===== src/rtl/cipher_block_serializer_if.sv =====
// Encrypter-to-serializer block bus and serializer-to-link byte bus.
// Both sides use valid/ready. A transfer happens on a rising edge where valid and ready are both high. Valid, once raised, holds with stable payload until that transfer.
interface cipher_block_serializer_if #(
  parameter int BLK_W = 96
);
  logic             in_valid;
  logic             in_ready;
  logic [BLK_W-1:0] in_data;
  logic             out_valid;
  logic             out_ready;
  logic [7:0]       out_data;
  logic             out_sob;
  logic             out_eob;

  modport master (
    output in_valid, in_data, out_ready,
    input  in_ready, out_valid, out_data, out_sob, out_eob
  );

  modport slave (
    input  in_valid, in_data, out_ready,
    output in_ready, out_valid, out_data, out_sob, out_eob
  );
endinterface


===== src/rtl/cipher_block_serializer.sv =====
// Buffers ciphertext blocks in a small FIFO and streams them MSB byte first with sob/eob markers.
// Define CIPHER_PARITY_EN to append an XOR parity byte (carrying eob) after every block.
module cipher_block_serializer #(
  parameter int BLK_W = 96,
  parameter int DEPTH = 2
) (
  input  logic                         Clk,
  input  logic                         Rst,
  cipher_block_serializer_if.slave     bus,
  output logic [15:0]                  blk_count,
  output logic [1:0]                   state_dbg
);
  localparam int NBYTES = BLK_W / 8;
  localparam int AW     = (DEPTH > 1) ? $clog2(DEPTH) : 1;
  localparam int IW     = (NBYTES > 1) ? $clog2(NBYTES) : 1;
  localparam logic [IW-1:0] LAST_IDX = IW'(NBYTES - 1);
  localparam logic [IW-1:0] PREV_IDX = IW'(NBYTES - 2);

`ifdef CIPHER_PARITY_EN
  typedef enum logic [1:0] {IDLE = 2'd0, SEND = 2'd1, PAR = 2'd2} state_t;
`else
  typedef enum logic [1:0] {IDLE = 2'd0, SEND = 2'd1} state_t;
`endif

  state_t              state;
  logic [BLK_W-1:0]    mem [DEPTH];
  logic [AW:0]         wr_ptr, rd_ptr;
  logic [BLK_W-9:0]    rem;
  logic [IW-1:0]       byte_idx;
  logic                full, empty, push, pop, blk_done;
  logic [BLK_W-1:0]    head;
`ifdef CIPHER_PARITY_EN
  logic [7:0]          par;
`endif

  // Extra pointer bit tells a full FIFO from an empty one when the indices match.
  assign empty        = (wr_ptr == rd_ptr);
  assign full         = (wr_ptr[AW-1:0] == rd_ptr[AW-1:0]) && (wr_ptr[AW] != rd_ptr[AW]);
  assign bus.in_ready = !full;
  assign push         = bus.in_valid && !full;
  assign head         = mem[rd_ptr[AW-1:0]];
  assign state_dbg    = state;

  always_comb begin
    blk_done = 1'b0;
    case (state)
`ifdef CIPHER_PARITY_EN
      PAR:     blk_done = bus.out_ready;
`else
      SEND:    blk_done = bus.out_ready && (byte_idx == LAST_IDX);
`endif
      default: blk_done = 1'b0;
    endcase
    pop = !empty && ((state == IDLE) || blk_done);
  end

  always_ff @(posedge Clk) begin
    if (push) mem[wr_ptr[AW-1:0]] <= bus.in_data;
  end

  always_ff @(posedge Clk) begin
    if (Rst) begin
      state         <= IDLE;
      wr_ptr        <= '0;
      rd_ptr        <= '0;
      rem           <= '0;
      byte_idx      <= '0;
      blk_count     <= '0;
      bus.out_valid <= 1'b0;
      bus.out_data  <= '0;
      bus.out_sob   <= 1'b0;
      bus.out_eob   <= 1'b0;
`ifdef CIPHER_PARITY_EN
      par           <= '0;
`endif
    end else begin
      if (push)     wr_ptr    <= wr_ptr + (AW+1)'(1);
      if (pop)      rd_ptr    <= rd_ptr + (AW+1)'(1);
      if (blk_done) blk_count <= blk_count + 16'd1;

      if (pop) begin
        // Load covers both the IDLE start and the gap-free hand-over at block end.
        state         <= SEND;
        rem           <= head[BLK_W-9:0];
        byte_idx      <= '0;
        bus.out_valid <= 1'b1;
        bus.out_data  <= head[BLK_W-1 -: 8];
        bus.out_sob   <= 1'b1;
`ifdef CIPHER_PARITY_EN
        bus.out_eob   <= 1'b0;
        par           <= '0;
`else
        bus.out_eob   <= (NBYTES == 1);
`endif
      end else begin
        case (state)
          SEND: if (bus.out_ready) begin
            if (byte_idx == LAST_IDX) begin
`ifdef CIPHER_PARITY_EN
              state         <= PAR;
              bus.out_data  <= par ^ bus.out_data;
              bus.out_sob   <= 1'b0;
              bus.out_eob   <= 1'b1;
`else
              state         <= IDLE;
              bus.out_valid <= 1'b0;
              bus.out_data  <= '0;
              bus.out_sob   <= 1'b0;
              bus.out_eob   <= 1'b0;
`endif
            end else begin
              rem           <= rem << 8;
              bus.out_data  <= rem[BLK_W-9 -: 8];
              byte_idx      <= byte_idx + IW'(1);
              bus.out_sob   <= 1'b0;
`ifdef CIPHER_PARITY_EN
              par           <= par ^ bus.out_data;
              bus.out_eob   <= 1'b0;
`else
              bus.out_eob   <= (byte_idx == PREV_IDX);
`endif
            end
          end
`ifdef CIPHER_PARITY_EN
          PAR: if (bus.out_ready) begin
            state         <= IDLE;
            bus.out_valid <= 1'b0;
            bus.out_data  <= '0;
            bus.out_sob   <= 1'b0;
            bus.out_eob   <= 1'b0;
          end
`endif
          default: state <= IDLE;
        endcase
      end
    end
  end
endmodule


===== src/flat_wrapper.sv =====
// flat-port wrapper written by rule: the top's interface ports become plain ports
module cipher_block_serializer_flat 
#(
  parameter int BLK_W = 96,
  parameter int DEPTH = 2
)
  (Clk, Rst, blk_count, state_dbg, bus_in_valid, bus_in_data, bus_out_ready, bus_in_ready, bus_out_valid, bus_out_data, bus_out_sob, bus_out_eob);
  cipher_block_serializer_if #(.BLK_W(BLK_W)) bus_i ();
  input  logic Clk;
  input  logic Rst;
  output logic [15:0] blk_count;
  output logic [1:0] state_dbg;
  input wire logic [$bits(bus_i.in_valid)-1:0] bus_in_valid;
  input wire logic [$bits(bus_i.in_data)-1:0] bus_in_data;
  input wire logic [$bits(bus_i.out_ready)-1:0] bus_out_ready;
  output wire logic [$bits(bus_i.in_ready)-1:0] bus_in_ready;
  output wire logic [$bits(bus_i.out_valid)-1:0] bus_out_valid;
  output wire logic [$bits(bus_i.out_data)-1:0] bus_out_data;
  output wire logic [$bits(bus_i.out_sob)-1:0] bus_out_sob;
  output wire logic [$bits(bus_i.out_eob)-1:0] bus_out_eob;
  assign bus_i.in_valid = bus_in_valid;
  assign bus_i.in_data = bus_in_data;
  assign bus_i.out_ready = bus_out_ready;
  assign bus_in_ready = bus_i.in_ready;
  assign bus_out_valid = bus_i.out_valid;
  assign bus_out_data = bus_i.out_data;
  assign bus_out_sob = bus_i.out_sob;
  assign bus_out_eob = bus_i.out_eob;
  cipher_block_serializer #(.BLK_W(BLK_W), .DEPTH(DEPTH)) u_core (.Clk(Clk), .Rst(Rst), .bus(bus_i), .blk_count(blk_count), .state_dbg(state_dbg));
endmodule

===== config.mk =====
export PLATFORM = sky130hd
export DESIGN_NAME = cipher_block_serializer_flat
export DESIGN_NICKNAME = d
export VERILOG_FILES = /design/src/rtl/cipher_block_serializer_if.sv /design/src/rtl/cipher_block_serializer.sv /design/src/flat_wrapper.sv
export SDC_FILE = /design/constraint.sdc
export NUM_CORES = 1
export LEC_CHECK = 0
export CAP_MARGIN = 10
export CELL_PAD_IN_SITES_DETAIL_PLACEMENT = 1
export CELL_PAD_IN_SITES_GLOBAL_PLACEMENT = 2
export CORE_MARGIN = 5
export CORE_UTILIZATION = 43
export DETAILED_ROUTE_END_ITERATION = 16
export PLACE_DENSITY_LB_ADDON = 0.1
export SYNTH_ARGS = -nofsm -noshare
export SYNTH_HDL_FRONTEND = slang
export SYNTH_SLANG_ARGS = --single-unit
export TNS_END_PERCENT = 1

===== constraint.sdc =====
create_clock -name Clk -period 9.2 [get_ports Clk]
set_clock_uncertainty 0.05 [all_clocks]
set_input_delay 0.92 -clock Clk [delete_from_list [all_inputs] [get_ports Clk]]
set_output_delay 0.92 -clock Clk [all_outputs]
set_load 0.05 [all_outputs]

-- Word-level counts from Yosys, hierarchy flattened
Memory sizes are Yosys's and may differ from the RTL's. A register that Yosys moved wholly into a read port is not among the register bits.
Index checks and enable logic that the tools add are counted.
Widths: inputs -> output; s select.
- flip-flop bits (word level): 124
- RAM bits: 192
- output and inout bits: 30
- memories kept: 1
- $add $sub $neg: 4
- equal/unequal tests: 8
- multiplexer cells: 25
- bitwise operators: 1
- reductions and logical operators: 18
- memory list (memory ; depth ; bits a word ; rd ports ; clocked after Yosys merged registers in ; write ports ; RTL line ; text):
    u_core.mem ; 2 ; 96 ; 1 ; 1 ; 1 ; cipher_block_serializer.sv:26 ; logic [BLK_W-1:0] mem [DEPTH];
- operators by type and width (kind ; count):
    $mux 88 ; 4
    $mux 8 ; 4
    $mux 1 ; 17
    $add 16x1->16 const B ; 1
    $reduce_and 3->1 ; 3
    $eq 4x4->1 const B ; 2
    $reduce_and 2->1 ; 3
    $reduce_bool 2->1 ; 3
    $add 2x1->2 const B ; 2
    $add 4x1->4 const B ; 1
    $logic_and 1x1->1 ; 4
    $ne 3x1->1 const B ; 1
    $ne 3x2->1 const B ; 1
    $eq 2x2->1 ; 1
    $logic_not 1->1 ; 2
    $logic_not 2->1 ; 1
    $ne 2x1->1 const B ; 1
    $reduce_or 2->1 ; 1
    $eq 1x1->1 ; 1
    $logic_or 1x1->1 ; 1
    $ne 1x1->1 ; 1
    $not 1->1 ; 1

-- Logic depth before layout (Yosys ltp)
Gate-level depths: netlist of the first run.
- word-level depth: 7
- depth in mapped cells: 8
- mapped depth without buffers: 6

-- Least setup slack after synthesis of the first run
OpenSTA, ideal clock, no wires.
- path kind: input-to-reg
- from: input port bus_in_valid
- to: memory u_core.mem[0][0] (enable)
- data arrival time: 5.052 ns
- setup slack: 3.546 ns
- stages on the path: 2
- path buffers: 0
- cell sequence: o21ai_0 -> nor2_1
- longest elaborated chain between the ends: 3
- RTL lines (element ; RTL line ; text):
    from (decl) ; flat_wrapper.sv:13 ; input wire logic [$bits(bus_i.in_valid)-1:0] bus_in_valid;
    $logic_and 1x1->1 ; cipher_block_serializer.sv:40 ; assign push = bus.in_valid && !full;
    $mux 1 ; cipher_block_serializer.sv:58 ; if (push) mem[wr_ptr[AW-1:0]] <= bus.in_data;
    $mux 1 (not written as such) ; cipher_block_serializer.sv:58 ;
    to (decl) ; cipher_block_serializer.sv:26 ;
No other way between the ends.

-- Worst setup path after layout of the first run
- from: input port bus_out_ready
- to: register u_core.bus.out_data[0]
- longest elaborated chain between the ends: 6
- RTL lines (element ; RTL line ; text):
    from (decl) ; flat_wrapper.sv:15 ; input wire logic [$bits(bus_i.out_ready)-1:0] bus_out_ready;
    $logic_and 1x1->1 ; cipher_block_serializer.sv:50 ; SEND: blk_done = bus.out_ready && (byte_idx == LAST_IDX);
    $mux 1 ; cipher_block_serializer.sv:46 ; case (state)
    $logic_or 1x1->1 ; cipher_block_serializer.sv:54 ; pop = !empty && ((state == IDLE) || blk_done);
    $logic_and 1x1->1 ; cipher_block_serializer.sv:54 ;
    $reduce_bool 2->1 (no source line) ; - ;
    $reduce_and 2->1 (no source line) ; - ;
    to (signal assigned) ; cipher_block_serializer.sv:87 ; bus.out_data <= head[BLK_W-1 -: 8];
    to (signal assigned) ; cipher_block_serializer.sv:113 ; bus.out_data <= rem[BLK_W-9 -: 8];
    to (decl) ; cipher_block_serializer_if.sv:22 ; output in_ready, out_valid, out_data, out_sob, out_eob
Parallel ways exist; a longest one is shown, timed or not.
A chain may end at the register's enable or synchronous reset.

==> impl_metrics.toml, run 1 <==
[setup_path]
reg2reg_depth = 6
worstReg2RegStart = "u_core.state_dbg[0]"
r2r_slack_ns = 5.58
crit_arrival_ns = 4.48
critPathCaptureType = "register"
critical_path_class = "input port to register"
r2r_end = "u_core.bus.out_data[0]"
start_kind = "input port"
crit_path_max_fanout = 49
critPathRequiredTime_ns = 9.59

[clock_tree]
ctsLongestPathBuffers = 3
root_buffer = "clkbuf_16"
cts_buffers = 36
ctsHoldBuffers = 0
h-tree-depth = 2
clk_latency_ns = 0.50
clk_transition_reported_paths_ns = 0.06
post-cts-setup-buffer-count = 0
cts_tree = "built"
cts_resized = 0
cts_sinks = 317

[die]
start_util_pct = 43.7
rows = 61
die_height_microns = 179
ioPinCount = 130
dieArea_sq_um = 31900
dieWidth_microns = 179
core_region_area_sq_um = 27900

[route]
vias = 7619
vias_per_cell = 5.50
drt-initial-drc-count = 489
wl_per_cell_microns = 20.8
drcViolationCount = 0
postRouteAntennaNets = 0
drtPass1Iterations = 4
drt_wl_total_microns = 28800

[logic_synthesis]
synthCells = 880
synth-seq-area-share_pct = 67.7
ys_async_sr_fraction_pct = 0
yosys_register_bits = 317
syn-cell-area_sq_um = 12200
ys_warn_count = 0
syn_nets = 983
synth_edf_count = 192
syn_avg_cell_area_sq_um = 13.9
yosysUniqueCellTypes = 53
ys.flop_type = "edfxtp_1"

[sta]
setup_tns_ns = 0
slew_violations = 0
hold_violations = 0
setup_viol = 0
fin_crit_ns = 4.09
slew_headroom_pct = 24.1
period_share_pct = 44.4
rsz0062_at_grt = "false"
max_freq_ghz = 0.245
tightest_slew_ns = 1.14

[hold_path]
worst_hold_path.endpoint = "u_core.rem[3]"
hold_depth = 1
min_path_type = "register to register"
hp-start = "u_core.rem[3]"

[global_routing]
grt_usage_pct = 17.8
grt_pass1_vias = 8047
grt.overflow.total = 0
grt_pass1_wl_microns = 44700
grt_max_degree = 85
antenna_found_initial = 0

[power]
peakVddDrop_mv = 0.183
p_leak_nw = 5.16
powerDensity_nw_per_um2 = 304
power_mw = 4.51

[layout]
final_nets = 1085
area_delta_synth_final_pct = 21.4
num_antenna_cells = 0
drive_gt1_share_pct = 7.75

[run]
maxCapViolCount = 0

[outcome]
outcome = "finished clean"

[placement]
dp_hpwl_microns = 18300
portBuffers = 128
gp_congestion = 0.761
## cell usage in the layout, fill, tap and decap left out, drive strengths merged, types with 5 or more instances in the layout
| master | Yosys | final |
|---|---|---|
| buf | 28 | 11 |
| nand2 | 17 | 17 |
| inv | 5 | 5 |
| clkdlybuf4s50 | 0 | 127 |
| a21oi | 16 | 16 |
| xnor2 | 7 | 7 |
| edfxtp | 192 | 192 |
| clkinv | 0 | 12 |
| nand3 | 9 | 9 |
| and3 | 73 | 73 |
| a211oi | 143 | 143 |
| a221o | 14 | 14 |
| dfxtp | 125 | 125 |
| xor2 | 11 | 11 |
| o31ai | 5 | 5 |
| nor2 | 35 | 35 |
| clkbuf | 46 | 51 |
| o2bb2ai | 8 | 8 |
| o21ai | 5 | 5 |
| mux2i | 93 | 93 |
## stage by stage
stage	cell area, sq um	util [%]	std cells	hold slack [ns]	worst slack (ns)
finish	14800	53.1	1385	0.405	5.11
floorplan	12200	-	880	0.374	3.55
detailed placement	13700	49.2	1321	0.390	4.06
global placement	13700	49.2	1321	0.393	4.23
CTS	14800	53.1	1384	0.408	4.61
global route	14800	53.1	1385	0.429	4.86
## metal layers
layer,vias up,global-route usage (%),wire [microns]
li1,3647,-,-
met1,3769,23.9,12700
met2,156,30.0,14000
met3,47,2.71,1400
met4,0,5.15,608
met5,-,0,0
## where the power goes
part           switching (mW)  internal (mW)
combinational           0.688          0.439
clock                   0.528          0.773
sequential              0.204           1.88
## worst max-delay path by stage
| stage | startpoint | to | slack, ns | depth (start not counted) |
|---|---|---|---|---|
| 6_report | bus_out_ready | u_core.bus.out_data[0] | 5.11 | 7 |
| 5_1_grt | bus_out_ready | u_core.bus.out_data[0] | 4.86 | 7 |
| 4_1_cts | bus_out_ready | u_core.bus.out_data[0] | 4.61 | 6 |
| 3_5_place_dp | bus_out_ready | u_core.bus.out_data[0] | 4.06 | 6 |
| 3_3_place_gp | bus_out_ready | u_core.bus.out_data[2] | 4.23 | 6 |
| 2_1_floorplan | bus_in_valid | u_core.mem[0][0] | 3.55 | 2 |
## cells by family (layout without fill, tap and decap cells)
family,count (synthesis),count (layout),synth area share (%)
compound gates,201,201,12.3
xor+xnor,18,18,1.29
fa+ha+maj,3,3,0.307
buf+inv,79,206,2.85
flops,317,317,67.7
mux,96,96,7.89
other cells,1,1,0.0307
simple gates,165,165,7.63
## flip-flops by register name, summed over array words and instances, names as in the netlist, 2 cells and up, named ones only
register             count
u_core.rd_ptr            2
u_core.byte_idx          4
u_core.wr_ptr            2
u_core.bus.out_data      8
u_core.rem              88
u_core.blk_count        16
u_core.mem             192
## synthesized netlist by cell type, types with 2 or more instances
cell       count  share of area (%)
a211oi_1     142                8.7
mux2_2         3               0.28
inv_1          5               0.15
a21oi_1       16               0.66
edfxtp_1     192                 47
and3_1        72                3.7
buf_2         20               0.82
buf_4          2               0.12
and4_1         2               0.14
nor2_1        34                1.0
or4_1          4               0.25
buf_1          5               0.15
or3_1          2               0.10
dfxtp_1      125                 20
o22ai_1        2               0.10
a221o_1       14                1.1
o31ai_1        5               0.31
xnor2_1        7               0.50
nand4_1        4               0.20
nand2_1       16               0.49
nor3_1         4               0.16
xor2_1        11               0.79
or3_2          2               0.12
o2bb2ai_1      8               0.57
nand3b_1       2               0.12
a31oi_1        2               0.10
nand4b_1       2               0.14
nor4_1         2               0.10
clkbuf_1      44                1.4
mux2i_1       93                7.6
ha_1           3               0.31
o21ai_0        5               0.20
and2_1         2               0.10
nand3_1        9               0.37
## critical path, cell delays in order
cell             delay, ns
clkdlybuf4s50_1       0.72
and2_2                0.58
buf_12                0.28
nand2_2               0.42
buf_4                 0.45
nor2_1                0.78
a221o_1               0.29
## layout make-up
class | instances | area [sq um]
Fill cell | 2759 | 13100
Sequential cell | 317 | 8270
Multi-Input combinational cell | 484 | 3630
Timing Repair Buffer | 138 | 1370
Clock buffer | 51 | 1030
Tap cell | 378 | 473
Clock inverter | 12 | 51.3
Inverter | 5 | 21.3
No activity file was read; power rests on OpenSTA's default activity.
==> run 2: changes to the inputs <==
--- a/config.mk
+++ b/config.mk
@@ -9,7 +9,7 @@
 export CELL_PAD_IN_SITES_DETAIL_PLACEMENT = 1
 export CELL_PAD_IN_SITES_GLOBAL_PLACEMENT = 2
 export CORE_MARGIN = 5
-export CORE_UTILIZATION = 43
+export CORE_UTILIZATION = 40
 export DETAILED_ROUTE_END_ITERATION = 16
 export PLACE_DENSITY_LB_ADDON = 0.1
 export SYNTH_ARGS = -nofsm -noshare
==> constraint.sdc (replaced) <==
create_clock -name Clk -period 4.3 [get_ports Clk]
set_clock_uncertainty 0.05 [all_clocks]
set_input_delay 0.43 -clock Clk [delete_from_list [all_inputs] [get_ports Clk]]
set_output_delay 0.43 -clock Clk [all_outputs]
set_load 0.05 [all_outputs]
==> run 2 against run 1 <==
Utilization shrank 3.3 points. Flip-flop and latch count is the same. Wire length grew 1.9%. Combinational power grew 120%. Critical path type is now register to register. First-iteration DRC count shrank 27%.
==> impl_metrics.toml, run 2 (same netlist as run 1, synthesis figures left out) <==
[clock_tree]
cts_tree = "built"
cts_sinks = 317
clk_transition_reported_paths_ns = 0.06
ctsLongestPathBuffers = 3
cts_resized = 0
root_buffer = "clkbuf_16"
clk_latency_ns = 0.51
cts_buffers = 36
post-cts-setup-buffer-count = 0
ctsHoldBuffers = 0
h-tree-depth = 2

[placement]
dp_hpwl_microns = 19200
gp_congestion = 0.786
placedInstanceArea_sq_um = 13900
place_ws_ns = 1.25
portBuffers = 128
place_inst = 1348

[layout]
layout_common_cells = "192 x edfxtp_1, 142 x a211oi_1, 127 x clkdlybuf4s50_1"
final_core_util_pct = 49.8
largest_reg_flops = 192
num_antenna_cells = 0
layout.cells.most_common = "edfxtp_1"
final_cell_area_sq_um = 15100
stdcell_count = 1415
final_nets = 1094
area_delta_synth_final_pct = 23.7
drive_gt1_share_pct = 9.13

[hold_path]
worst_hold_path.endpoint = "u_core.rem[3]"
hp-start = "u_core.rem[3]"
hold_depth = 1
min_path_type = "register to register"

[sta]
hold_violations = 0
slew_violations = 0
setup_tns_ns = 0
fin_crit_ns = 2.77
max_freq_ghz = 0.361
tightest_slew_ns = 1.12
fin_ws_ns = 1.53
fin_worst_hold_slack_ns = 0.405
setup_viol = 0
slew_headroom_pct = 25.1
rsz0062_at_grt = "false"
period_share_pct = 64.4

[die]
die_height_microns = 185
dieWidth_microns = 185
core_region_area_sq_um = 30300
rows = 64
start_util_pct = 40.3
dieArea_sq_um = 34100
ioPinCount = 130

[power]
power_mw = 10.1
p_leak_nw = 5.29
powerDensity_nw_per_um2 = 670
peakVddDrop_mv = 0.390

[setup_path]
crit_path_max_fanout = 51
critical_path_class = "register to register"
start_kind = "register"
r2r_end = "u_core.mem[1][93]"
crit_arrival_ns = 2.87
critPathRequiredTime_ns = 4.40
worstReg2RegStart = "u_core.wr_ptr[0]"
reg2reg_depth = 4
r2r_slack_ns = 1.53
critPathCaptureType = "register"

[global_routing]
grt_usage_pct = 17.0
antenna_found_initial = 0
grt_max_degree = 76
grt_pass1_vias = 8103
met2_usage_pct = 28.8
met1_usage_pct = 23.0
grt_busiest_layer = "met2"
grt_pass1_wl_microns = 45800
grt.overflow.total = 0
global_route.usage.met3_pct = 3.04

[route]
vias_per_cell = 5.43
drt-initial-drc-count = 355
wl_per_cell_microns = 20.7
drtPass1Iterations = 5
vias = 7678
drt_wl_total_microns = 29300
postRouteAntennaNets = 0
drcViolationCount = 0

[outcome]
outcome = "finished clean"

[run]
maxCapViolCount = 0
## run 2: cell types whose count changed in the layout (fill, tap and decap cells not counted), sizes merged
cell / before / now
bufinv: 0 / 4
clkinv: 12 / 10
buf: 11 / 20
clkbuf: 51 / 52
## run 2: final cells by class
class                   count  area [sq um]
multi-input cells         484          3630
clock buffers              52          1070
flip-flops and latches    317          8270
fillers                  2948         15200
repair buffers            147          1450
clock inverters            14           174
inverters                   5          21.3
well taps                 396           495
## run 2: where the power goes
part           internal (mW)  leakage [nW]  switching (mW)  total [mW]
logic                   1.02          1.85            1.46        2.48
registers               4.01          2.82           0.486        4.50
clock network           1.97         0.611            1.17        3.14
## run 2: how the worst max path moves through the flow
stage	from	cells after the start	end	slack, ns
2_1_floorplan	u_core.rd_ptr[0]	4	u_core.mem[0][0]	0.38
3_3_place_gp	bus_out_ready	5	u_core.bus.out_data[2]	1.40
3_5_place_dp	bus_out_ready	6	u_core.rem[64]	1.25
4_1_cts	u_core.wr_ptr[0]	4	u_core.mem[1][93]	1.51
5_1_grt	u_core.wr_ptr[0]	4	u_core.mem[1][93]	1.39
6_report	u_core.wr_ptr[0]	4	u_core.mem[1][93]	1.53
## run 2: critical path: stages (launching register included)
cell      delay (ns)
dfxtp_1         0.48
xor2_1          0.42
o211ai_1        0.28
inv_4           0.58
buf_4           0.54
## run 2: layer usage
metal | part of all wire (%) | up-vias
met3 | 4.0 | 32
li1 | - | 3674
met2 | 49 | 146
met4 | 1.5 | 0
met5 | 0 | -
met1 | 45 | 3826
